**src/rtl/lpr_pkg.sv**
```systemverilog
// Shared constants for the plate lookup scheduler: plate field layout,
// FSM encoding, state codes and the power-on plate table contents.
package lpr_pkg;

  localparam int PLATE_W   = 8;

  localparam int STATE_MSB = 7;
  localparam int STATE_LSB = 6;
  localparam int DIST_MSB  = 5;
  localparam int DIST_LSB  = 3;
  localparam int NUM_MSB   = 2;
  localparam int NUM_LSB   = 0;

  localparam logic [1:0] ST_IDLE   = 2'd0;
  localparam logic [1:0] ST_SEARCH = 2'd1;
  localparam logic [1:0] ST_RESP   = 2'd2;

  localparam logic [1:0] STATE_KA = 2'd0;
  localparam logic [1:0] STATE_GJ = 2'd1;
  localparam logic [1:0] STATE_BR = 2'd2;
  localparam logic [1:0] STATE_MH = 2'd3;

  // Default entries repeat with period 8 for deeper tables.
  function automatic logic [PLATE_W-1:0] table_default(input int unsigned i);
    logic [2:0] sel;
    sel = i[2:0];
    case (sel)
      3'd0:    table_default = 8'h00;
      3'd1:    table_default = 8'h49;
      3'd2:    table_default = 8'h92;
      3'd3:    table_default = 8'hDB;
      3'd4:    table_default = 8'h24;
      3'd5:    table_default = 8'h6D;
      3'd6:    table_default = 8'hAE;
      3'd7:    table_default = 8'hFF;
      default: table_default = 8'h00;
    endcase
  endfunction

endpackage

```
**src/rtl/rr_arbiter.sv**
```systemverilog
// Combinational round-robin arbiter: grants the first requester at or after
// ptr, wrapping modulo NUM_CAM.
module rr_arbiter #(
  parameter int NUM_CAM = 4,
  parameter int CW      = $clog2(NUM_CAM)
) (
  input  logic [NUM_CAM-1:0] req,
  input  logic [CW-1:0]      ptr,
  input  logic               en,
  output logic [NUM_CAM-1:0] gnt,
  output logic [CW-1:0]      idx
);

  logic          found;
  logic [CW-1:0] cand;

  always_comb begin
    gnt   = '0;
    idx   = '0;
    found = 1'b0;
    cand  = '0;
    for (int k = 0; k < NUM_CAM; k++) begin
      cand = ptr + CW'(k);
      if (en && !found && req[cand]) begin
        found     = 1'b1;
        gnt[cand] = 1'b1;
        idx       = cand;
      end else begin
        found = found;
      end
    end
  end

endmodule

```
**src/rtl/plate_lookup_scheduler.sv**
```systemverilog
// Arbitrates camera lookups onto a shared plate table, scans it one entry per
// cycle and returns hit/index/decoded fields through a valid/ready response.
module plate_lookup_scheduler #(
  parameter int NUM_CAM     = 4,
  parameter int TABLE_DEPTH = 8,
  parameter int PLATE_W     = lpr_pkg::PLATE_W,
  parameter int CW          = $clog2(NUM_CAM),
  parameter int AW          = $clog2(TABLE_DEPTH)
) (
  input  logic                       clk,
  input  logic                       rst,
  input  logic [NUM_CAM-1:0]         cam_req,
  input  logic [NUM_CAM*PLATE_W-1:0] cam_plate,
  output logic [NUM_CAM-1:0]         cam_gnt,
  input  logic                       cfg_we,
  input  logic [AW-1:0]              cfg_addr,
  input  logic [PLATE_W-1:0]         cfg_data,
  output logic                       cfg_busy,
  output logic                       rsp_valid,
  input  logic                       rsp_ready,
  output logic [CW-1:0]              rsp_cam,
  output logic                       rsp_hit,
  output logic [AW-1:0]              rsp_idx,
  output logic [1:0]                 rsp_state,
  output logic [2:0]                 rsp_dist
);
  import lpr_pkg::*;

  logic [1:0]         state_q, state_d;
  logic [CW-1:0]      rr_ptr_q, rr_ptr_d;
  logic [AW-1:0]      idx_q, idx_d;
  logic [PLATE_W-1:0] plate_q, plate_d;
  logic [CW-1:0]      cam_q, cam_d;
  logic               hit_q, hit_d;
  logic [AW-1:0]      ridx_q, ridx_d;
  logic [PLATE_W-1:0] tbl_q [TABLE_DEPTH];
  logic [PLATE_W-1:0] tbl_d [TABLE_DEPTH];

  logic               arb_en;
  logic [CW-1:0]      arb_idx;

  assign arb_en = (state_q == ST_IDLE) && !cfg_we;

  rr_arbiter #(.NUM_CAM(NUM_CAM), .CW(CW)) u_arb (
    .req (cam_req),
    .ptr (rr_ptr_q),
    .en  (arb_en),
    .gnt (cam_gnt),
    .idx (arb_idx)
  );

  always_comb begin
    state_d  = state_q;
    rr_ptr_d = rr_ptr_q;
    idx_d    = idx_q;
    plate_d  = plate_q;
    cam_d    = cam_q;
    hit_d    = hit_q;
    ridx_d   = ridx_q;
    tbl_d    = tbl_q;
    case (state_q)
      ST_IDLE: begin
        if (cfg_we) begin
          tbl_d[cfg_addr] = cfg_data;
        end else if (|cam_req) begin
          plate_d  = cam_plate[arb_idx*PLATE_W +: PLATE_W];
          cam_d    = arb_idx;
          rr_ptr_d = arb_idx + CW'(1);
          idx_d    = '0;
          state_d  = ST_SEARCH;
        end else begin
          state_d = ST_IDLE;
        end
      end
      ST_SEARCH: begin
        // Scanning upward makes the lowest duplicate index win.
        if (tbl_q[idx_q] == plate_q) begin
          hit_d   = 1'b1;
          ridx_d  = idx_q;
          state_d = ST_RESP;
        end else if (idx_q == AW'(TABLE_DEPTH - 1)) begin
          hit_d   = 1'b0;
          ridx_d  = '0;
          state_d = ST_RESP;
        end else begin
          idx_d = idx_q + AW'(1);
        end
      end
      ST_RESP: begin
        if (rsp_ready) begin
          state_d = ST_IDLE;
        end else begin
          state_d = ST_RESP;
        end
      end
      default: state_d = ST_IDLE;
    endcase
  end

  always_ff @(posedge clk or posedge rst) begin
    if (rst) begin
      state_q  <= ST_IDLE;
      rr_ptr_q <= '0;
      idx_q    <= '0;
      plate_q  <= '0;
      cam_q    <= '0;
      hit_q    <= 1'b0;
      ridx_q   <= '0;
      for (int i = 0; i < TABLE_DEPTH; i++) begin
        tbl_q[i] <= table_default(i);
      end
    end else begin
      state_q  <= state_d;
      rr_ptr_q <= rr_ptr_d;
      idx_q    <= idx_d;
      plate_q  <= plate_d;
      cam_q    <= cam_d;
      hit_q    <= hit_d;
      ridx_q   <= ridx_d;
      tbl_q    <= tbl_d;
    end
  end

  assign cfg_busy  = (state_q != ST_IDLE);
  assign rsp_valid = (state_q == ST_RESP);
  assign rsp_cam   = cam_q;
  assign rsp_hit   = hit_q;
  assign rsp_idx   = ridx_q;
  assign rsp_state = plate_q[STATE_MSB:STATE_LSB];
  assign rsp_dist  = plate_q[DIST_MSB:DIST_LSB];

endmodule

```
**config.mk**
```make
export PLATFORM = sky130hd
export DESIGN_NAME = plate_lookup_scheduler
export DESIGN_NICKNAME = d
export VERILOG_FILES = /design/src/rtl/lpr_pkg.sv /design/src/rtl/rr_arbiter.sv /design/src/rtl/plate_lookup_scheduler.sv
export SDC_FILE = /design/constraint.sdc
export NUM_CORES = 1
export LEC_CHECK = 0
export CAP_MARGIN = 20
export CELL_PAD_IN_SITES_DETAIL_PLACEMENT = 0
export CELL_PAD_IN_SITES_GLOBAL_PLACEMENT = 1
export CORE_MARGIN = 2
export CORE_UTILIZATION = 30
export DETAILED_ROUTE_END_ITERATION = 8
export GPL_ROUTABILITY_DRIVEN = 0
export HOLD_SLACK_MARGIN = 0.08
export PLACE_DENSITY_LB_ADDON = 0.05
export SLEW_MARGIN = 10
export SYNTH_ARGS = -nofsm -noshare
export SYNTH_HDL_FRONTEND = slang
export SYNTH_SLANG_ARGS = --single-unit
```
**constraint.sdc**
```tcl
create_clock -name clk -period 6.95 [get_ports clk]
set_input_delay 1.0425 -clock clk [delete_from_list [all_inputs] [get_ports clk]]
set_output_delay 1.0425 -clock clk [all_outputs]
set_load 0.01 [all_outputs]
```
==> impl_metrics.tcl <==
set metrics [dict create \
    area_delta_synth_final_pct 22.9 \
    holdBufCountCts 0 \
    post_cts_resized 0 \
    rsz0062_at_grt "no" \
    place_inst 633 \
    synth_top_family_by_area "multiplexers" \
    rows 45 \
    dieArea_um2 16800 \
    h-tree-depth 3 \
    synth-compound-area-share_pct 11.3 \
    drt-total-wl_mm 12.5 \
    yosys-top-cells-area "dfrtp_1, mux2_2, dfstp_2" \
    crit_type "in -> out" \
    max_cap_violations 0 \
    clock_sinks 85 \
    first_global_vias 3298 \
    ys_seq_area_share_pct 45.7 \
    synth-xor-area-share_pct 0.554 \
    yosys.area.top_type_share_pct 28.0 \
    met2_length_mm 5.82 \
    ys_top_cells_by_count "mux2_2, dfrtp_1, dfstp_2" \
    start_util_pct 31.0 \
    final_util_pct 38.0 \
    worstSetupStartpointType "primary input" \
    drtPass1Iterations 4 \
    place_ws_ns 2.49 \
    worst_pin_slew_ns 0.865 \
    drt_first_iter_violations 115 \
    synth-simple-area-share_pct 10.4 \
    synth_warnings 0 \
    clk_latency_ns 0.34 \
    antenna_left 0 \
    p_leak_nw 2.38 \
    setup_viol 0 \
    io_buffers 67 \
    design.core.area_um2 15300 \
    period_minus_slack_ns 4.48 \
    num-nets-final 491 \
    grt_max_degree 82 \
    ys.flop_type "dfrtp_1" \
    postLayoutCellArea_um2 5830 \
    ir_drop_mv 0.162 \
    route.layer.met1.wl_mm 6.11 \
    setup_ws_ns 2.47 \
    max_slew_margin_pct 42.4 \
    crit_required_ns 5.91 \
    drive_gt1_share_pct 35.8 \
    skew_ns 0.00959 \
    viasPerCell 4.97 \
    status "finished, final reports clean" \
    worstHoldPathType "reg -> reg" \
    path_clk_slew_ns 0.06 \
    placed_area_um2 5530 \
    antenna_found_initial 0 \
    wl_per_cell_um 19.2 \
    netlist_instances 377 \
    avgSynthCellArea_um2 12.6 \
    finalCritPeriodShare_pct 64.5 \
    crit_fanout 5 \
    yosysMostFrequentCell "mux2_2" \
    grt_util_all_layers_pct 15.7 \
    arrival_ns 3.44 \
    routed.top_layer "met4" \
    finalHoldViolCount 0 \
    slew_viol_final 0 \
    root_buffer "clkbuf_16" \
    synth-edff-count 0 \
    numCtsBuffers 9 \
    yosysTopAreaCell "dfrtp_1" \
    num_antenna_cells 0 \
    die_w_um 130 \
    synth.cell_area_um2 4740 \
    syn_nets 434 \
    power_density_nw_per_um2 444 \
    yosys-mux-area-fraction_pct 26.3 \
    vias 3230 \
    end_kind "primary output" \
    post_cts_buffers 0 \
    hpwlAfterDp_mm 8.59 \
    ys_ff_latch 85 \
    fmax_mhz 223 \
    overflow 0 \
    wl_met3_um 433 \
    die_y_um 130 \
    tns_ns 0 \
    post-route-drc-count 0 \
    finalNonFillerCells 650 \
    io_pins 68 \
    synthAdderAreaFrac_pct 1.58 \
    clockBufferDepth 2 \
    cts_tree "done" \
    grt_pass1_wl_mm 19.3 \
    ys_types 55 \
    postSynth.asyncResetShare_pct 100 \
]
metrics by stage:
stage | power (mW) | hold slack [ns]
3_3_place_gp | 2.14 | 0.479
5_1_grt | 2.77 | 0.518
3_5_place_dp | 2.16 | 0.478
4_1_cts | 2.63 | 0.498
6_report | 2.59 | 0.490
2_1_floorplan | 1.84 | 0.471
layout by cell type, fill, tap and decap left out, types with 6 or more instances in the layout:
master / n
o22ai_1: 8
and4_1: 9
clkdlybuf4s50_1: 67
mux2_2: 77
inv_1: 7
mux2i_1: 20
a22oi_1: 10
nor2b_1: 7
a221oi_2: 8
clkbuf_16: 9
dfrtp_1: 53
dfstp_2: 32
mux4_2: 6
nor2_1: 8
nand2_1: 16
ha_1: 6
o21ai_1: 12
o21ai_0: 6
layout make-up:
cell class / count / area [um^2]
inverter: 8 / 31.3
clock buffer: 10 / 239
multi-input combinational: 259 / 2370
tap: 211 / 264
clock inverter: 6 / 36.3
timing repair buffer: 71 / 713
sequential: 85 / 2170
fill: 1518 / 9490
final timing paths:
path,start,to,slack [ns],cells past startpoint
setup / recovery,cfg_we,cam_gnt[3],2.47,7
hold / removal,rsp_hit,rsp_hit,0.49,1
setup reg to reg,rr_ptr_q[0],plate_q[0],3.60,9
hold reg to reg,rsp_hit,rsp_hit,0.49,1
max in group asynchronous,rst,tbl_q[48],5.04,4
min in group asynchronous,rst,rsp_idx[0],0.87,2
logic make-up after synthesis:
logic type / Yosys count
xor+xnor: 3
mux: 107
fa+ha+maj: 6
compound gates: 65
simple gates: 78
flops: 85
buf+inv: 33
critical path: stages:
cell and delay (ns):
clkdlybuf4s50_1 0.47, nor3_1 0.71, nand2b_4 0.11, a211oi_2 0.37, a22oi_1 0.11, nand2_1 0.09, clkdlybuf4s50_1 0.53
power by group:
part	internal [mW]	leakage [nW]	switching, mW
logic	0.615	1.26	0.528
registers	0.793	0.981	0.201
clock network	0.251	0.138	0.202
flip-flops by register name, indices dropped and copies added, names as in the netlist:
name,cells
rsp_hit,1
state_q,2
rsp_cam,2
tbl_q,64
rr_ptr_q,2
idx_q,3
plate_q,8
rsp_idx,3
routing by layer:
layer,track usage [%],vias up
met2,24.5,61
met1,22.0,1634
li1,-,1524
met3,3.90,11
met5,0,-
met4,3.92,0
Note: power is estimated with default switching activity, not from simulation.
